==> src/rtl/spi_host_ctrl.sv <==
// SPI initiator for the PSEC5 link: shifts wr_len bytes out LSB first, then captures rd_len readout bits.
// Define SPI_HOST_CSN_EN to add an active-low csn output with one setup and one hold period around the bits.
`timescale 1ns/1ps
module spi_host_ctrl #(
    parameter int CLK_DIV   = 1,
    parameter int MAX_BYTES = 4,
    parameter int RD_MAX    = 64
) (
    input  logic                   iclk,
    input  logic                   rstn,
    input  logic                   start,
    input  logic [3:0]             wr_len,
    input  logic [8*MAX_BYTES-1:0] wr_data,
    input  logic [6:0]             rd_len,
    output logic                   busy,
    output logic                   done,
    output logic [RD_MAX-1:0]      rd_data,
    output logic                   sclk,
    output logic                   serial_in,
    input  logic                   serial_out
`ifdef SPI_HOST_CSN_EN
    ,
    output logic                   csn
`endif
);
    localparam int WB   = 8 * MAX_BYTES;
    localparam int WI_W = (WB > 1) ? $clog2(WB) : 1;
    localparam int RI_W = (RD_MAX > 1) ? $clog2(RD_MAX) : 1;
    localparam int WL_W = $clog2(MAX_BYTES + 1);
    localparam int RL_W = $clog2(RD_MAX + 1);
    localparam int HC_W = (CLK_DIV > 1) ? $clog2(CLK_DIV) : 1;

    typedef enum logic [2:0] {
        IDLE, WR_LO, WR_HI, RD_LO, RD_HI, FIN, CS_SETUP, CS_HOLD
    } state_t;

`ifdef SPI_HOST_CSN_EN
    localparam state_t TAIL_ST = CS_HOLD;
`else
    localparam state_t TAIL_ST = FIN;
`endif

    state_t          state_reg;
    logic [HC_W-1:0] hc_reg;
    logic [WI_W-1:0] wbit_reg;
    logic [RI_W-1:0] rbit_reg;
    logic [WB-1:0]   wr_buf_reg;
    logic [WL_W-1:0] wr_bytes_reg;
    logic [RL_W-1:0] rd_bits_reg;

    logic [WL_W-1:0] wr_len_c;
    logic [RL_W-1:0] rd_len_c;
    logic            hc_end;
    logic            wbit_last;
    logic            rbit_last;
    logic [WI_W-1:0] wbit_nxt;
    state_t          after_wr;

    // Requests beyond the configured limits are clamped rather than rejected.
    assign wr_len_c  = (wr_len > 4'(MAX_BYTES)) ? WL_W'(MAX_BYTES) : WL_W'(wr_len);
    assign rd_len_c  = (rd_len > 7'(RD_MAX)) ? RL_W'(RD_MAX) : RL_W'(rd_len);
    assign hc_end    = (hc_reg == HC_W'(CLK_DIV - 1));
    assign wbit_last = (wbit_reg == WI_W'({wr_bytes_reg - WL_W'(1), 3'b111}));
    assign rbit_last = (rbit_reg == RI_W'(rd_bits_reg - RL_W'(1)));
    assign wbit_nxt  = wbit_reg + WI_W'(1);
    assign after_wr  = (rd_bits_reg != '0) ? RD_LO : TAIL_ST;

    always_ff @(posedge iclk or negedge rstn) begin
        if (!rstn) begin
            state_reg    <= IDLE;
            hc_reg       <= '0;
            wbit_reg     <= '0;
            rbit_reg     <= '0;
            wr_buf_reg   <= '0;
            wr_bytes_reg <= '0;
            rd_bits_reg  <= '0;
            busy         <= 1'b0;
            done         <= 1'b0;
            rd_data      <= '0;
            sclk         <= 1'b0;
            serial_in    <= 1'b0;
`ifdef SPI_HOST_CSN_EN
            csn          <= 1'b1;
`endif
        end else begin
            done <= 1'b0;
            case (state_reg)
                IDLE: begin
                    if (start) begin
                        wr_buf_reg   <= wr_data;
                        wr_bytes_reg <= wr_len_c;
                        rd_bits_reg  <= rd_len_c;
                        rd_data      <= '0;
                        busy         <= 1'b1;
                        hc_reg       <= '0;
                        wbit_reg     <= '0;
                        rbit_reg     <= '0;
`ifdef SPI_HOST_CSN_EN
                        csn          <= 1'b0;
                        state_reg    <= CS_SETUP;
`else
                        if (wr_len_c != '0) begin
                            state_reg <= WR_LO;
                            serial_in <= wr_data[0];
                        end else if (rd_len_c != '0) begin
                            state_reg <= RD_LO;
                        end else begin
                            state_reg <= FIN;
                        end
`endif
                    end
                end
                CS_SETUP: begin
                    if (hc_end) begin
                        hc_reg <= '0;
                        if (wr_bytes_reg != '0) begin
                            state_reg <= WR_LO;
                            serial_in <= wr_buf_reg[0];
                        end else begin
                            state_reg <= after_wr;
                        end
                    end else begin
                        hc_reg <= hc_reg + HC_W'(1);
                    end
                end
                WR_LO: begin
                    if (hc_end) begin
                        hc_reg    <= '0;
                        sclk      <= 1'b1;
                        state_reg <= WR_HI;
                    end else begin
                        hc_reg <= hc_reg + HC_W'(1);
                    end
                end
                WR_HI: begin
                    if (hc_end) begin
                        hc_reg <= '0;
                        sclk   <= 1'b0;
                        // Next data bit launches on the same edge sclk falls.
                        if (wbit_last) begin
                            serial_in <= 1'b0;
                            state_reg <= after_wr;
                        end else begin
                            wbit_reg  <= wbit_nxt;
                            serial_in <= wr_buf_reg[wbit_nxt];
                            state_reg <= WR_LO;
                        end
                    end else begin
                        hc_reg <= hc_reg + HC_W'(1);
                    end
                end
                RD_LO: begin
                    if (hc_end) begin
                        hc_reg            <= '0;
                        sclk              <= 1'b1;
                        rd_data[rbit_reg] <= serial_out;
                        state_reg         <= RD_HI;
                    end else begin
                        hc_reg <= hc_reg + HC_W'(1);
                    end
                end
                RD_HI: begin
                    if (hc_end) begin
                        hc_reg <= '0;
                        sclk   <= 1'b0;
                        if (rbit_last) begin
                            state_reg <= TAIL_ST;
                        end else begin
                            rbit_reg  <= rbit_reg + RI_W'(1);
                            state_reg <= RD_LO;
                        end
                    end else begin
                        hc_reg <= hc_reg + HC_W'(1);
                    end
                end
                CS_HOLD: begin
                    if (hc_end) begin
                        hc_reg    <= '0;
                        state_reg <= FIN;
                    end else begin
                        hc_reg <= hc_reg + HC_W'(1);
                    end
                end
                FIN: begin
                    done      <= 1'b1;
                    busy      <= 1'b0;
`ifdef SPI_HOST_CSN_EN
                    csn       <= 1'b1;
`endif
                    state_reg <= IDLE;
                end
                default: state_reg <= IDLE;
            endcase
        end
    end
endmodule

==> config.mk <==
export PLATFORM = sky130hd
export DESIGN_NAME = spi_host_ctrl
export DESIGN_NICKNAME = d
export VERILOG_FILES = /design/src/rtl/spi_host_ctrl.sv
export SDC_FILE = /design/constraint.sdc
export NUM_CORES = 1
export LEC_CHECK = 0
export ABC_CLOCK_PERIOD_IN_PS = 2150
export CORE_MARGIN = 2
export CORE_UTILIZATION = 47
export DETAILED_ROUTE_END_ITERATION = 16
export PLACE_DENSITY = 0.76
export SYNTH_ARGS = -nofsm -noshare
export SYNTH_HDL_FRONTEND = slang
export SYNTH_SLANG_ARGS = --single-unit
export TNS_END_PERCENT = 50
==> constraint.sdc <==
create_clock -name iclk -period 2.15 [get_ports iclk]
set_input_delay 0.645 -clock iclk [delete_from_list [all_inputs] [get_ports iclk]]
set_output_delay 0.645 -clock iclk [all_outputs]
set_load 0.05 [all_outputs]
==> metrics.txt <==
Rows=roughly 40; routed wire length=16,450 um; routed vias=about 5.5k; largest cells by area after synthesis=dfrtp_1 52%, o21ai_0 12%, nand2_1 8.5%, a21oi_1 5.7%, mux4_1 3.1%; clock root cell=clkbuf_16; hold_buf cts=0; RSZ-0062 raised after global routing=false; H-tree depth=4; Post-synth top flop=dfrtp_1; remaining antenna violation count after routing=0; Mapped Area=~6000 um^2; DIE HEIGHT=about 120 um; later-pin clock latency in the skew report=roughly 0.42 ns; final net count=approximately 830; # IOs=approximately 120; max reg flops=64; clock-pin slew on the worst setup and hold paths=about 0.060 ns; outcome=completed; Data required, critical path=2.45 ns; Synth top cells by count=144 x o21ai_0, 135 x nand2_1, 124 x dfrtp_1; vias in the first global route=5,341; Final Skew=0.008081 ns; via/cell ratio=between 5 and 6; die width=approximately 120 um; Final Cell Area=7914 um^2; Post-synth EDFFs=0; Final setup violation count=0; Core Box Area=roughly 13,000 um^2; worst hold margin=0.2098 ns; flop2flop setup slack=approximately 0.095 ns; CP max FO=11; crit path kind=reg2reg; GR Overflow Total=0; worst reg-to-reg path cell count=5; Critical path destination=serial_in; Hold/Removal Path Class=in2async; Iteration-0 DRC Markers=about 520; die area=13,650 um^2; DR WL/cell=about 17 um; I/O Buffers=114; worst r2r src=wbit_reg[0]; Sequential Power Share=0.339; crit path DAT=2.36 ns; postcts setup bufs=0; Worst Setup Start Kind=register; Max Buffers Root-to-Sink=2; slew at the pin closest to its max-slew limit=between 0.6 and 0.7 ns; Gate power share=0.337; leak pwr=around 3.8 nW; Total GRT Usage=0.2468; minimum clock period=roughly 2.1 ns; R2R Path End=serial_in; Crit. Startpoint=wbit_reg[0]; Synth Register Bits=~120; DRC violations left=0; initial core utilization=0.4780; maxcap violations=0; dpl cell area=between 7000 and 8000 um^2; CTS tree=built; setup TNS=0 ns; post-synth net total=slightly above 700; HPWL after DPL=11,080 um; largest net degree at the start of global routing=65; Synth top area share=0.5186; asr flop ratio synth=1.000; part of the Yosys area used for sequential elements=0.5186; first-pass GRT wire length=approximately 26,000 um; Synth Area per Inst=approximately 9.1 um^2; Clock Power Share=0.325; Slew Limit Headroom=0.5916; P_sw=~0.0034 W; initial antenna violation count=0; ratio of final minimum period to clock period=0.9560; PwrDens=about 1200 nW/um^2; # fillers=1,030; area grow syn2layout=32.27%; Cells after Synth=660; Worst VDD drop=between 0.6 and 0.7 mV; drt first pass iters=6; post-synth cell types=44; layout cells sized above 1=0.1779; GP Congestion=0.8396; CTS Sinks=124; Power Internal=0.006126 W; count leader, synth=o21ai_0; fmax=approximately 500 MHz; Yosys warning total=0; area leader, netlist=dfrtp_1; CTS Buf Count=17; Final Max Tran Viols=0; # diodes=0; Setup crit end kind=register; Net Sw Frac=0.3573; Fin. Hold Viols=0
[cell families after synthesis]
group / synth area share
AOI/OAI and AO/OA: 0.2037
and+or+nand+nor: 0.1681
DFF: 0.5186
buffers and inverters: 0.04120
muxes: 0.04329
xor gates and xnor gates: 0.01464
adders and majority gates: 0.01046
[cell type report]
cell class | count | area (um^2) | area share
clock buffers | 22 | 474.2 | 0.05992
clock inverters | 10 | 161.4 | 0.02040
inverters | 11 | 41.29 | 0.005217
multi-input cells | 476 | 2650 | 0.3349
flip-flops and latches | 124 | 3103 | 0.3921
well taps | 172 | 215.2 | 0.02719
repair buffers | 144 | 1269 | 0.1603
[cells in the final DEF, fill, tap and decap left out, types with 9 or more instances in the layout]
cell / count
buf_4: 93
a21oi_1: 68
nor2_1: 18
dfrtp_1: 124
nand3b_1: 12
nand3_1: 14
clkbuf_16: 17
o21ai_0: 144
nor3_1: 9
clkdlybuf4s50_1: 45
inv_1: 11
nand2_1: 135
[stage by stage]
| stage | cells | worst slack (ns) | utilization | power (W) |
|---|---|---|---|---|
| final | 959 | 0.09456 | 0.6322 | 0.009531 |
| after global routing | 959 | 0.01319 | 0.6322 | 0.01004 |
| after CTS | 959 | 0.03338 | 0.6316 | 0.009510 |
| after detailed placement | 927 | -0.1100 | 0.5809 | 0.006423 |
| after global placement | 927 | -0.04120 | 0.5809 | 0.006285 |
| after floorplan | 660 | 0.09835 | - | 0.005379 |
[worst min-delay path by stage]
stage                         startpoint             end
after floorplan                     rstn            busy
after global placement    wr_buf_reg[15]  wr_buf_reg[15]
after detailed placement   wr_buf_reg[4]   wr_buf_reg[4]
after CTS                           rstn  rd_bits_reg[2]
after global routing                rstn  rd_bits_reg[4]
final                               rstn  rd_bits_reg[4]
[critical path: stages, from the launching register on]
cell	delay, ns
dfrtp_1	0.36
buf_4	0.22
mux4_1	0.61
mux4_2	0.47
o211ai_1	0.20
nand2_1	0.07
[repair_timing]
item                                   4_1_cts  5_1_grt
setup endpoints to repair                    0        2
endpoints found under the hold margin        0        0
gates resized for setup                      0        2
[power groups by stage]
stage / Combinational [W] / Clock [W] / Sequential [W]
6_report: 0.00321 / 0.00309 / 0.00323
5_1_grt: 0.00355 / 0.00320 / 0.00330
4_1_cts: 0.00320 / 0.00309 / 0.00322
3_5_place_dp: 0.00316 / 0 / 0.00326
3_3_place_gp: 0.00305 / 0 / 0.00323
2_1_floorplan: 0.00211 / 0 / 0.00327
[per-layer routing]
| layer | up-vias | track usage | part of all wire |
|---|---|---|---|
| met5 | - | 0 | 0 |
| met4 | 0 | 0.1114 | 0.027 |
| met3 | 45 | 0.05870 | 0.082 |
| met1 | 2618 | 0.3212 | 0.41 |
| li1 | 2533 | - | - |
| met2 | 284 | 0.3954 | 0.48 |
(Power assumes the default switching activity.)
